[config.mk]
export PLATFORM = sky130hd
export DESIGN_NAME = mem_stage_flat
export DESIGN_NICKNAME = d
export VERILOG_FILES = /design/src/rtl/mem_pkg.sv /design/src/rtl/mem_stage_if.sv /design/src/rtl/load_align.sv /design/src/rtl/mem_stage.sv /design/src/flat_wrapper.sv
export SDC_FILE = /design/constraint.sdc
export NUM_CORES = 1
export LEC_CHECK = 0
export BUFFER_PORTS_ARGS = -buffer_cell sky130_fd_sc_hd__clkbuf_2
export CAP_MARGIN = 20
export CELL_PAD_IN_SITES_DETAIL_PLACEMENT = 1
export CELL_PAD_IN_SITES_GLOBAL_PLACEMENT = 2
export CORE_AREA = 2 2 189 191
export CTS_CLUSTER_DIAMETER = 100
export DETAILED_ROUTE_END_ITERATION = 7
export DIE_AREA = 0 0 191 193
export MAX_ROUTING_LAYER = met4
export PLACE_DENSITY = 0.61
export SYNTH_ARGS = -nofsm -noshare
export SYNTH_HDL_FRONTEND = slang
export SYNTH_SLANG_ARGS = --single-unit
export TNS_END_PERCENT = 50
[constraint.sdc]
create_clock -name clk_i -period 1.7 [get_ports clk_i]
set_clock_uncertainty 0.05 [all_clocks]
set_input_delay 0 -clock clk_i [delete_from_list [all_inputs] [get_ports clk_i]]
set_output_delay 0 -clock clk_i [all_outputs]
set_load 0.05 [all_outputs]
[src/rtl/mem_pkg.sv]
// Shared definitions for the RV32I memory-access stage: write-back source
// encodings, load/store funct3 codes, access-size codes and FSM states.
package mem_pkg;

    // Write-back source select carried by WriteSrc
    typedef enum logic [1:0] {
        WS_ALU = 2'b00,
        WS_MEM = 2'b01,
        WS_PC4 = 2'b10,
        WS_IMM = 2'b11
    } write_src_e;

    // Load/store funct3 codes (stores use only the low two bits)
    typedef enum logic [2:0] {
        F3_B  = 3'b000,
        F3_H  = 3'b001,
        F3_W  = 3'b010,
        F3_BU = 3'b100,
        F3_HU = 3'b101
    } funct3_e;

    // Access size taken from funct3[1:0]; anything else is a word
    localparam logic [1:0] SZ_BYTE = 2'b00;
    localparam logic [1:0] SZ_HALF = 2'b01;

    // Memory handshake FSM states
    typedef enum logic {
        MEM_IDLE = 1'b0,
        MEM_WAIT = 1'b1
    } mem_state_e;

endpackage

[src/rtl/mem_stage_if.sv]
// Data-memory request/acknowledge bus between the MEM stage (master) and
// the data memory (slave).
interface mem_stage_if #(
    parameter int ADDR_W = 32
);
    logic              req;
    logic              we;
    logic [ADDR_W-1:0] addr;
    logic [3:0]        be;
    logic [31:0]       wdata;
    logic              ack;
    logic [31:0]       rdata;

    modport master (
        output req, we, addr, be, wdata,
        input  ack, rdata
    );

    modport slave (
        input  req, we, addr, be, wdata,
        output ack, rdata
    );
endinterface

[src/rtl/load_align.sv]
// Extracts the addressed byte/halfword from a read word and sign- or
// zero-extends it according to the load funct3. Unknown codes load a word.
module load_align
    import mem_pkg::*;
(
    input  logic [1:0]  i_addr,
    input  logic [2:0]  i_funct3,
    input  logic [31:0] i_rdata,
    output logic [31:0] o_data
);

    logic [7:0]  w_byte;
    logic [15:0] w_half;

    // Pick the byte and halfword lanes selected by the low address bits
    always_comb begin
        w_byte = i_rdata[7:0];
        case (i_addr)
            2'd0:    w_byte = i_rdata[7:0];
            2'd1:    w_byte = i_rdata[15:8];
            2'd2:    w_byte = i_rdata[23:16];
            default: w_byte = i_rdata[31:24];
        endcase
        w_half = i_addr[1] ? i_rdata[31:16] : i_rdata[15:0];
    end

    // Extend the selected lane to 32 bits
    always_comb begin
        o_data = i_rdata;
        case (i_funct3)
            F3_B:    o_data = {{24{w_byte[7]}}, w_byte};
            F3_H:    o_data = {{16{w_half[15]}}, w_half};
            F3_BU:   o_data = {24'd0, w_byte};
            F3_HU:   o_data = {16'd0, w_half};
            default: o_data = i_rdata;
        endcase
    end

endmodule

[src/rtl/mem_stage.sv]
// RV32I memory-access stage: drives the variable-latency data-memory bus,
// steers store lanes, aligns loads, resolves redirects, holds the MEM/WB
// register and stalls upstream while an access is outstanding.
// Optional build macro: MEM_MISALIGN_CHECK_EN adds misaligned-access
// suppression and the sticky misalign_o output.
module mem_stage
    import mem_pkg::*;
#(
    parameter int ADDR_W   = 32,
    parameter int MAX_WAIT = 15
) (
    input  logic        clk_i,
    input  logic        rst_ni,
    input  logic        RegWrite_i,
    input  logic        Branch_i,
    input  logic        Jump_i,
    input  logic        Ret_i,
    input  logic        MemWrite_i,
    input  logic        EQ_i,
    input  logic [1:0]  WriteSrc_i,
    input  logic [2:0]  funct3_i,
    input  logic [31:0] ALUout_i,
    input  logic [31:0] regOp2_i,
    input  logic [31:0] pcPlus4_i,
    input  logic [31:0] pcPlusImm_i,
    input  logic [31:0] ImmOp_i,
    input  logic [4:0]  rd_i,
    mem_stage_if.master dmem,
    output logic        stall_o,
    output logic        PCsrc_o,
    output logic [31:0] PCtarget_o,
    output logic [31:0] ALUResultM_o,
    output logic        RegWrite_o,
    output logic [1:0]  WriteSrc_o,
    output logic [31:0] ALUout_o,
    output logic [31:0] ReadData_o,
    output logic [31:0] pcPlus4_o,
    output logic [31:0] ImmOp_o,
    output logic [4:0]  rd_o,
`ifdef MEM_MISALIGN_CHECK_EN
    output logic        misalign_o,
`endif
    output logic        err_o
);

    localparam int              CNT_W = $clog2(MAX_WAIT + 1);
    localparam logic [CNT_W-1:0] C_MAX = CNT_W'(MAX_WAIT);

    mem_state_e       r_state;
    mem_state_e       w_state_nxt;
    logic [CNT_W-1:0] r_cnt;
    logic             r_err;

    logic             w_is_load;
    logic             w_access_req;
    logic             w_misalign;
    logic             w_access;
    logic [1:0]       w_size;
    logic             w_req;
    logic             w_stall;
    logic             w_timeout;
    logic [3:0]       w_be;
    logic [31:0]      w_wdata;
    logic [31:0]      w_load_data;

    logic             r_regwrite;
    logic [1:0]       r_writesrc;
    logic [31:0]      r_aluout;
    logic [31:0]      r_readdata;
    logic [31:0]      r_pcplus4;
    logic [31:0]      r_immop;
    logic [4:0]       r_rd;

    assign w_is_load    = (WriteSrc_i == WS_MEM);
    assign w_access_req = MemWrite_i | w_is_load;
    assign w_size       = funct3_i[1:0];

`ifdef MEM_MISALIGN_CHECK_EN
    logic r_misalign;

    assign w_misalign = w_access_req &
                        (((w_size == SZ_HALF) & ALUout_i[0]) |
                         (w_size[1] & (ALUout_i[1:0] != 2'b00)));

    // Sticky record of any suppressed misaligned access
    always_ff @(posedge clk_i or negedge rst_ni) begin
        if (!rst_ni) r_misalign <= 1'b0;
        else         r_misalign <= r_misalign | w_misalign;
    end

    assign misalign_o = r_misalign;
`else
    // Low address bits beyond lane selection are ignored
    assign w_misalign = 1'b0;
`endif

    assign w_access = w_access_req & ~w_misalign;

    // FSM state register
    always_ff @(posedge clk_i or negedge rst_ni) begin
        if (!rst_ni) r_state <= MEM_IDLE;
        else         r_state <= w_state_nxt;
    end

    // Next state, request, stall and timeout decode
    always_comb begin
        w_state_nxt = r_state;
        w_req       = 1'b0;
        w_stall     = 1'b0;
        w_timeout   = 1'b0;
        case (r_state)
            MEM_IDLE: begin
                w_req = w_access;
                if (w_access && !dmem.ack) begin
                    w_stall     = 1'b1;
                    w_state_nxt = MEM_WAIT;
                end
            end
            MEM_WAIT: begin
                w_req = 1'b1;
                if (dmem.ack) begin
                    w_state_nxt = MEM_IDLE;
                end else if (r_cnt == C_MAX) begin
                    w_timeout   = 1'b1;
                    w_state_nxt = MEM_IDLE;
                end else begin
                    w_stall = 1'b1;
                end
            end
            default: w_state_nxt = MEM_IDLE;
        endcase
    end

    // Wait counter: held at zero in IDLE, counts unacknowledged WAIT cycles
    always_ff @(posedge clk_i or negedge rst_ni) begin
        if (!rst_ni)                        r_cnt <= '0;
        else if (r_state == MEM_IDLE)       r_cnt <= '0;
        else if (!dmem.ack && r_cnt != C_MAX) r_cnt <= r_cnt + 1'b1;
    end

    // Sticky timeout flag, cleared only by reset
    always_ff @(posedge clk_i or negedge rst_ni) begin
        if (!rst_ni) r_err <= 1'b0;
        else         r_err <= r_err | w_timeout;
    end

    // Store byte-lane enables and lane-replicated write data
    always_comb begin
        w_be    = 4'b1111;
        w_wdata = regOp2_i;
        case (w_size)
            SZ_BYTE: begin
                w_be    = 4'b0001 << ALUout_i[1:0];
                w_wdata = {4{regOp2_i[7:0]}};
            end
            SZ_HALF: begin
                w_be    = ALUout_i[1] ? 4'b1100 : 4'b0011;
                w_wdata = {2{regOp2_i[15:0]}};
            end
            default: begin
                w_be    = 4'b1111;
                w_wdata = regOp2_i;
            end
        endcase
    end

    load_align u_load_align (
        .i_addr   (ALUout_i[1:0]),
        .i_funct3 (funct3_i),
        .i_rdata  (dmem.rdata),
        .o_data   (w_load_data)
    );

    // MEM/WB register: loads a bubble while stalled, zero read data unless acked
    always_ff @(posedge clk_i or negedge rst_ni) begin
        if (!rst_ni) begin
            r_regwrite <= 1'b0;
            r_writesrc <= 2'b00;
            r_aluout   <= '0;
            r_readdata <= '0;
            r_pcplus4  <= '0;
            r_immop    <= '0;
            r_rd       <= '0;
        end else begin
            r_regwrite <= RegWrite_i & ~w_stall;
            r_rd       <= w_stall ? 5'd0 : rd_i;
            r_writesrc <= WriteSrc_i;
            r_aluout   <= ALUout_i;
            r_pcplus4  <= pcPlus4_i;
            r_immop    <= ImmOp_i;
            r_readdata <= (w_req & dmem.ack) ? w_load_data : 32'd0;
        end
    end

    // Outputs; reset forces the request, stall and redirect low immediately
    assign dmem.req     = rst_ni & w_req;
    assign dmem.we      = rst_ni & w_req & MemWrite_i;
    assign dmem.addr    = {ALUout_i[ADDR_W-1:2], 2'b00};
    assign dmem.be      = w_be;
    assign dmem.wdata   = w_wdata;
    assign stall_o      = rst_ni & w_stall;
    assign PCsrc_o      = rst_ni & ((Branch_i & EQ_i) | Jump_i | Ret_i);
    assign PCtarget_o   = Ret_i ? {ALUout_i[31:1], 1'b0} : pcPlusImm_i;
    assign ALUResultM_o = ALUout_i;
    assign err_o        = r_err;

    assign RegWrite_o = r_regwrite;
    assign WriteSrc_o = r_writesrc;
    assign ALUout_o   = r_aluout;
    assign ReadData_o = r_readdata;
    assign pcPlus4_o  = r_pcplus4;
    assign ImmOp_o    = r_immop;
    assign rd_o       = r_rd;

endmodule

[src/flat_wrapper.sv]
// flat-port wrapper written by rule: the top's interface ports become plain ports
module mem_stage_flat import mem_pkg::*;
#(
    parameter int ADDR_W   = 32,
    parameter int MAX_WAIT = 15
)
  (clk_i, rst_ni, RegWrite_i, Branch_i, Jump_i, Ret_i, MemWrite_i, EQ_i, WriteSrc_i, funct3_i, ALUout_i, regOp2_i, pcPlus4_i, pcPlusImm_i, ImmOp_i, rd_i, stall_o, PCsrc_o, PCtarget_o, ALUResultM_o, RegWrite_o, WriteSrc_o, ALUout_o, ReadData_o, pcPlus4_o, ImmOp_o, rd_o, err_o, dmem_req, dmem_we, dmem_addr, dmem_be, dmem_wdata, dmem_ack, dmem_rdata);
  mem_stage_if #(.ADDR_W(ADDR_W)) dmem_i ();
  input  logic clk_i;
  input  logic rst_ni;
  input  logic RegWrite_i;
  input  logic Branch_i;
  input  logic Jump_i;
  input  logic Ret_i;
  input  logic MemWrite_i;
  input  logic EQ_i;
  input  logic [1:0] WriteSrc_i;
  input  logic [2:0] funct3_i;
  input  logic [31:0] ALUout_i;
  input  logic [31:0] regOp2_i;
  input  logic [31:0] pcPlus4_i;
  input  logic [31:0] pcPlusImm_i;
  input  logic [31:0] ImmOp_i;
  input  logic [4:0] rd_i;
  output logic stall_o;
  output logic PCsrc_o;
  output logic [31:0] PCtarget_o;
  output logic [31:0] ALUResultM_o;
  output logic RegWrite_o;
  output logic [1:0] WriteSrc_o;
  output logic [31:0] ALUout_o;
  output logic [31:0] ReadData_o;
  output logic [31:0] pcPlus4_o;
  output logic [31:0] ImmOp_o;
  output logic [4:0] rd_o;
  output logic err_o;
  output wire logic [$bits(dmem_i.req)-1:0] dmem_req;
  output wire logic [$bits(dmem_i.we)-1:0] dmem_we;
  output wire logic [$bits(dmem_i.addr)-1:0] dmem_addr;
  output wire logic [$bits(dmem_i.be)-1:0] dmem_be;
  output wire logic [$bits(dmem_i.wdata)-1:0] dmem_wdata;
  input wire logic [$bits(dmem_i.ack)-1:0] dmem_ack;
  input wire logic [$bits(dmem_i.rdata)-1:0] dmem_rdata;
  assign dmem_req = dmem_i.req;
  assign dmem_we = dmem_i.we;
  assign dmem_addr = dmem_i.addr;
  assign dmem_be = dmem_i.be;
  assign dmem_wdata = dmem_i.wdata;
  assign dmem_i.ack = dmem_ack;
  assign dmem_i.rdata = dmem_rdata;
  mem_stage #(.ADDR_W(ADDR_W), .MAX_WAIT(MAX_WAIT)) u_core (.clk_i(clk_i), .rst_ni(rst_ni), .RegWrite_i(RegWrite_i), .Branch_i(Branch_i), .Jump_i(Jump_i), .Ret_i(Ret_i), .MemWrite_i(MemWrite_i), .EQ_i(EQ_i), .WriteSrc_i(WriteSrc_i), .funct3_i(funct3_i), .ALUout_i(ALUout_i), .regOp2_i(regOp2_i), .pcPlus4_i(pcPlus4_i), .pcPlusImm_i(pcPlusImm_i), .ImmOp_i(ImmOp_i), .rd_i(rd_i), .dmem(dmem_i), .stall_o(stall_o), .PCsrc_o(PCsrc_o), .PCtarget_o(PCtarget_o), .ALUResultM_o(ALUResultM_o), .RegWrite_o(RegWrite_o), .WriteSrc_o(WriteSrc_o), .ALUout_o(ALUout_o), .ReadData_o(ReadData_o), .pcPlus4_o(pcPlus4_o), .ImmOp_o(ImmOp_o), .rd_o(rd_o), .err_o(err_o));
endmodule
# Yosys cells after proc, flatten, opt, wreduce, memory -nomap -nowiden
# Index checks and enable logic that the tools add are counted.
dict set report word_totals {
  latchBits 0
  romBits 0
  ramBits 0
  register_bits 142
  word_cells 60
  output_inout_bits 273
  memories 0
}
dict set report classes {
  bitwise 13
  shift 1
  add_sub_neg 1
  eq_ne 10
  reduce_logical 6
  magnitude_cmp 0
  muxes 19
  div_mod_pow 0
  mul 0
}
# operator n
set ops {}
lappend ops {{$pmux W32 S4} 1}
lappend ops {{$mux W32} 2}
lappend ops {{$pmux W32 S2} 1}
lappend ops {{$pmux W8 S3} 1}
lappend ops {{$mux W16} 1}
lappend ops {{$mux W4} 3}
lappend ops {{$pmux W4 S2} 1}
lappend ops {{$and A1 B1 Y1} 7}
lappend ops {{$eq A2 B1 Y1 const B} 3}
lappend ops {{$eq A3 B3 Y1 const B} 2}
lappend ops {{$mux W1} 6}
lappend ops {{$mux W5} 1}
lappend ops {{$add A4 B1 Y4 const B} 1}
lappend ops {{$eq A4 B4 Y1 const B} 1}
lappend ops {{$logic_not A2 Y1} 2}
lappend ops {{$ne A4 B4 Y1 const B} 1}
lappend ops {{$or A1 B1 Y1} 4}
lappend ops {{$pmux W1 S2} 2}
lappend ops {{$shl A1 B2 Y4 const A} 1}
lappend ops {{$eq A3 B1 Y1 const B} 1}
lappend ops {{$logic_not A3 Y1} 1}
lappend ops {{$eq A2 B2 Y1 const B} 1}
lappend ops {{$logic_and A1 B1 Y1} 2}
lappend ops {{$ne A2 B2 Y1 const B} 1}
lappend ops {{other kinds (2)} 3}

# Logic depth before layout (Yosys ltp)
dict set report depth {
  depth_word 7
  ltp_mapped 6
}

# Hierarchy
# From an unflattened synthesis, not the netlist that was laid out.
dict set report unflattened {
  cells_unflattened 503
  area_unflattened_um2 6048.3
}
# mod seq_area_each_um2 n_inst area_each_um2 cells_per_inst
set by_module_without_submodules {}
lappend by_module_without_submodules {mem_stage 3553.4 1 5325.1 372}
lappend by_module_without_submodules {load_align 0.0 1 723.2 131}

# Worst setup path before layout
# Ideal clock, no wire load.
dict set report synth_timing {
  kind {input -> output}
  startpoint {input funct3_i[0]}
  endpoint {output dmem_wdata[26]}
  path_slack_ns 0.022
  cell_stages 4
  arrival_ns 1.628
  cell_sequence {buf_2 clkbuf_1 mux2i_1 o21ai_0}
}
dict set report synth_between {
  elab_chain_cells 2
  word_cells_on_any_way 3
}
# element line_no
set synth_rtl {}
lappend synth_rtl {{start, declared} flat_wrapper.sv:18} ;# input logic [2:0] funct3_i;
lappend synth_rtl {{$eq A2 B1 Y1 or $logic_not A2 Y1 (tied branches)} mem_stage.sv:151} ;# case (w_size)
lappend synth_rtl {{$pmux W32 S2 (*)} mem_stage.sv:151}
lappend synth_rtl {{end, declared} flat_wrapper.sv:41} ;# output wire logic [$bits(dmem_i.wdata)-1:0] dmem_wdata;
# Every way passes the cells marked *; elsewhere a longest branch is shown, timed or not.

# Final worst setup path
dict set report layout_timing {
  startpoint {register u_core.r_state}
  endpoint {output stall_o}
}
dict set report layout_between {
  elab_chain_cells 3
}
# element line_no
set layout_rtl {}
lappend layout_rtl {{start, declared} mem_stage.sv:49} ;# mem_state_e r_state;
lappend layout_rtl {{start signal, assigned} mem_stage.sv:102} ;# else r_state <= w_state_nxt;
lappend layout_rtl {{$not A1 Y1} n/a}
lappend layout_rtl {{$pmux W1 S2 (*)} mem_stage.sv:111} ;# case (r_state)
lappend layout_rtl {{$and A1 B1 Y1 (*)} mem_stage.sv:201} ;# assign stall_o = rst_ni & w_stall;
lappend layout_rtl {{end, declared} flat_wrapper.sv:25} ;# output logic stall_o;
# Marked as above.

==> impl_results.md <==
- Status: finished, final reports clean
- Vias in the first global route: 6086
- GRT Util Overall: 14.52%
- # DRC: 0
- Worst skew pair latency: 0.43 ns
- Routed Wire Length: 26970 um
- DR vias: 5535
- I/O pin total: 484
- Crit path kind: register to output pin
- Max Clk Rate: 613.4 MHz
- CTS tree: yes
- Ys Warns: 0
- Maximum VDD drop: 0.4444 mV
- First-pass GRT wire length: 37850 um
- CP required: 1.65 ns
- Unrepaired setup endpoints after global routing: false
- Min setup slack post-route: 0.06976 ns
- DP Wirelength: 20130 um
- Sequential area share after synthesis: 59.75%
- Synth unique cells: 38
- Endpoint class of the critical path: output pin
- Final Non-Filler Cells: 1479
- Post-synth top area share: 59.75%
- Fill cells: 4035
- Largest net degree at the start of global routing: 90
- Post-route ant nets: 0
- # rows: 69
- Starting DRT DRC Count: 176
- Leakage power figure: 0.005452 uW
- Setup Viol. Count Final: 0
- Final setup TNS: 0 ns
- Placed cell count: 1305
- Max Fanout on Critical Path: 3
- Final hold violations: 0
- Die area: 36860 sq um
- CTS Root Cell: clkbuf_16
- Die Wd: 191 um
- Hold Crit Class: primary input to register
- Syn_area_per_cell: 13.49 sq um
- Initial antenna violation count: 1
- Synth area leaders: dfrtp_1, mux2_2, buf_4
- Synth-to-layout area growth: 77.32%
- Synth Register Bits: 142
- Nets: 1216
- WL per Instance: 18.24 um
- Synthesized area: 5947 sq um
- Measured slew at the worst slew-check pin: 0.9457 ns
- Core Region: 34960 sq um
- Final period util: 95.90%
- Largest area contributor in the netlist: dfrtp_1
- Initial Utilization: 17.01%
- Max_slew headroom: 36.95%
- Cell count after synthesis: 441
- Die Ht: 193 um
- H-tree levels: 4
- Total power: 10550 uW
- Clk pin slew, worst setup/hold paths: 0.07 ns
- Share of layout cells above drive strength 1: 60.57%
- Setup crit start kind: register
- CTS max path bufs: 2
- Cts bufs inserted: 17
- Post-layout minimum cycle time: 1.630 ns
- Clk sinks: 142
- # port buffers: 481
- Post-DR vias/cell: 3.742
- Grt ovf: 0
- Placer congestion estimate: 0.7526
- Cell Pwr Density: 1000 nW/um^2
- Final Max Tran Viols: 0
- WP data arrival: 1.58 ns
- Detailed Routing Iterations Pass 1: 4
- Max-cap violations: 0
- Setup WS pre-CTS: 0.03742 ns
[report_power, final]
| part | leakage (uW) | total [uW] | switching (uW) | internal (uW) |
|---|---|---|---|---|
| clock network | 0.000293 | 3890 | 1680 | 2220 |
| logic | 0.00344 | 3030 | 2150 | 883 |
| registers | 0.00172 | 3630 | 61.1 | 3560 |
| total | 0.00545 | 10500 | 3880 | 6670 |
[metal layers]
layer  global-route usage (%)  up-vias  part of all wire (%)
met5                        -        -                     0
met4                    4.890        0                   2.2
met3                    3.638       27                   7.3
met2                    25.92      277                    53
met1                    15.73     2667                    38
li1                         -     2564                     -
[synth_stat cells (all sizes together)]
library cell and instances:
a2111oi 1, dfrtp 142, buf 89, ha 1, o21bai 1, mux2 55
o22ai 1, a211oi 8, or3b 1, conb 1, a21boi 1, mux4 1
nand4 2, or2 1, o21ai 10, xor2 1, nor3 2, nand2 17
mux2i 17, nor2b 11, and2 4, a41oi 1, a21oi 1, o31a 1
o21a 4, nor2 8, clkbuf 6, inv 24, nand3b 1, nor3b 1
nand2b 3, a221oi 24
[kinds of logic (layout without fill, tap and decap cells)]
family / after synthesis / after routing / share of synthesized area (%)
fa+ha+maj: 1 / 1 / 0.2104
other cells: 1 / 3 / 0.06306
simple gates: 51 / 51 / 4.461
mux: 73 / 73 / 13.65
buf+inv: 119 / 694 / 12.64
flops: 142 / 142 / 59.75
xor+xnor: 1 / 1 / 0.1473
compound gates: 53 / 53 / 9.068
[cells in the final DEF, fill, tap and decap left out, drive strengths merged, types with 2 or more instances in the layout]
master       instances
mux2                55
clkbuf             493
nand4                2
nand2               17
and2                 4
o21a                 4
buf                 23
dfrtp              142
mux2i               17
clkinv               4
o21ai               10
dlygate4sd3        138
clkinvlp             2
nor2b               11
nor3                 2
nand2b               3
conb                 2
nor2                 8
bufinv               2
a221oi              24
a211oi               8
inv                 31
[layout make-up]
cell class              instances  area (sq um)  share of cell area [%]
diodes                          1         2.502                 0.02373
inverters                      24         90.09                  0.8543
multi-input cells             181          1672                   15.85
clock buffers                  17         425.4                   4.034
repair buffers                638          4045                   38.36
well taps                     461         576.8                   5.470
clock inverters                15         178.9                   1.697
flip-flops and latches        142          3555                   33.71
[flip-flops by register name, indices dropped and copies added (netlist names)]
signal / count
u_core.ALUout_o: 32
u_core.ImmOp_o: 32
u_core.ReadData_o: 32
u_core.RegWrite_o: 1
u_core.WriteSrc_o: 2
u_core.err_o: 1
u_core.pcPlus4_o: 32
u_core.r_cnt: 4
u_core.r_state: 1
u_core.rd_o: 5
[through the flow]
step	hold slack (ns)	util [%]	area, sq um
final	0.04685	30.16	10550
after global routing	0.06141	30.16	10550
after CTS	0.02578	30.13	10530
after detailed placement	-0.1563	24.32	8503
after global placement	-0.1623	24.32	8503
after floorplan	-0.3456	-	5951
[worst paths after layout]
check                      cells past startpoint  slack, ns            start                     to
setup / recovery                               4       0.07   u_core.r_state                stall_o
hold / removal                                 4       0.05      funct3_i[0]  u_core.ReadData_o[15]
setup reg to reg                               6       0.12  u_core.r_cnt[0]         u_core.rd_o[4]
hold reg to reg                                1       0.43     u_core.err_o           u_core.err_o
max in group asynchronous                      3       0.48           rst_ni         u_core.r_state
min in group asynchronous                      3       0.18           rst_ni   u_core.pcPlus4_o[13]
[critical path, cell delays in order (launching register included)]
cell     delay (ns)
dfrtp_2        0.40
or2_4          0.25
o21a_1         0.20
and2_4         0.16
buf_8          0.14
[timing repair]
item | in CTS | in global routing
endpoints found under the hold margin | 280 | 0
setup buffers | 2 | 0
gates resized for setup | 5 | 4
setup endpoints to repair | 2 | 25
pin swaps | 2 | 0
hold buffers | 139 | 0
(Power assumes the default switching activity.)
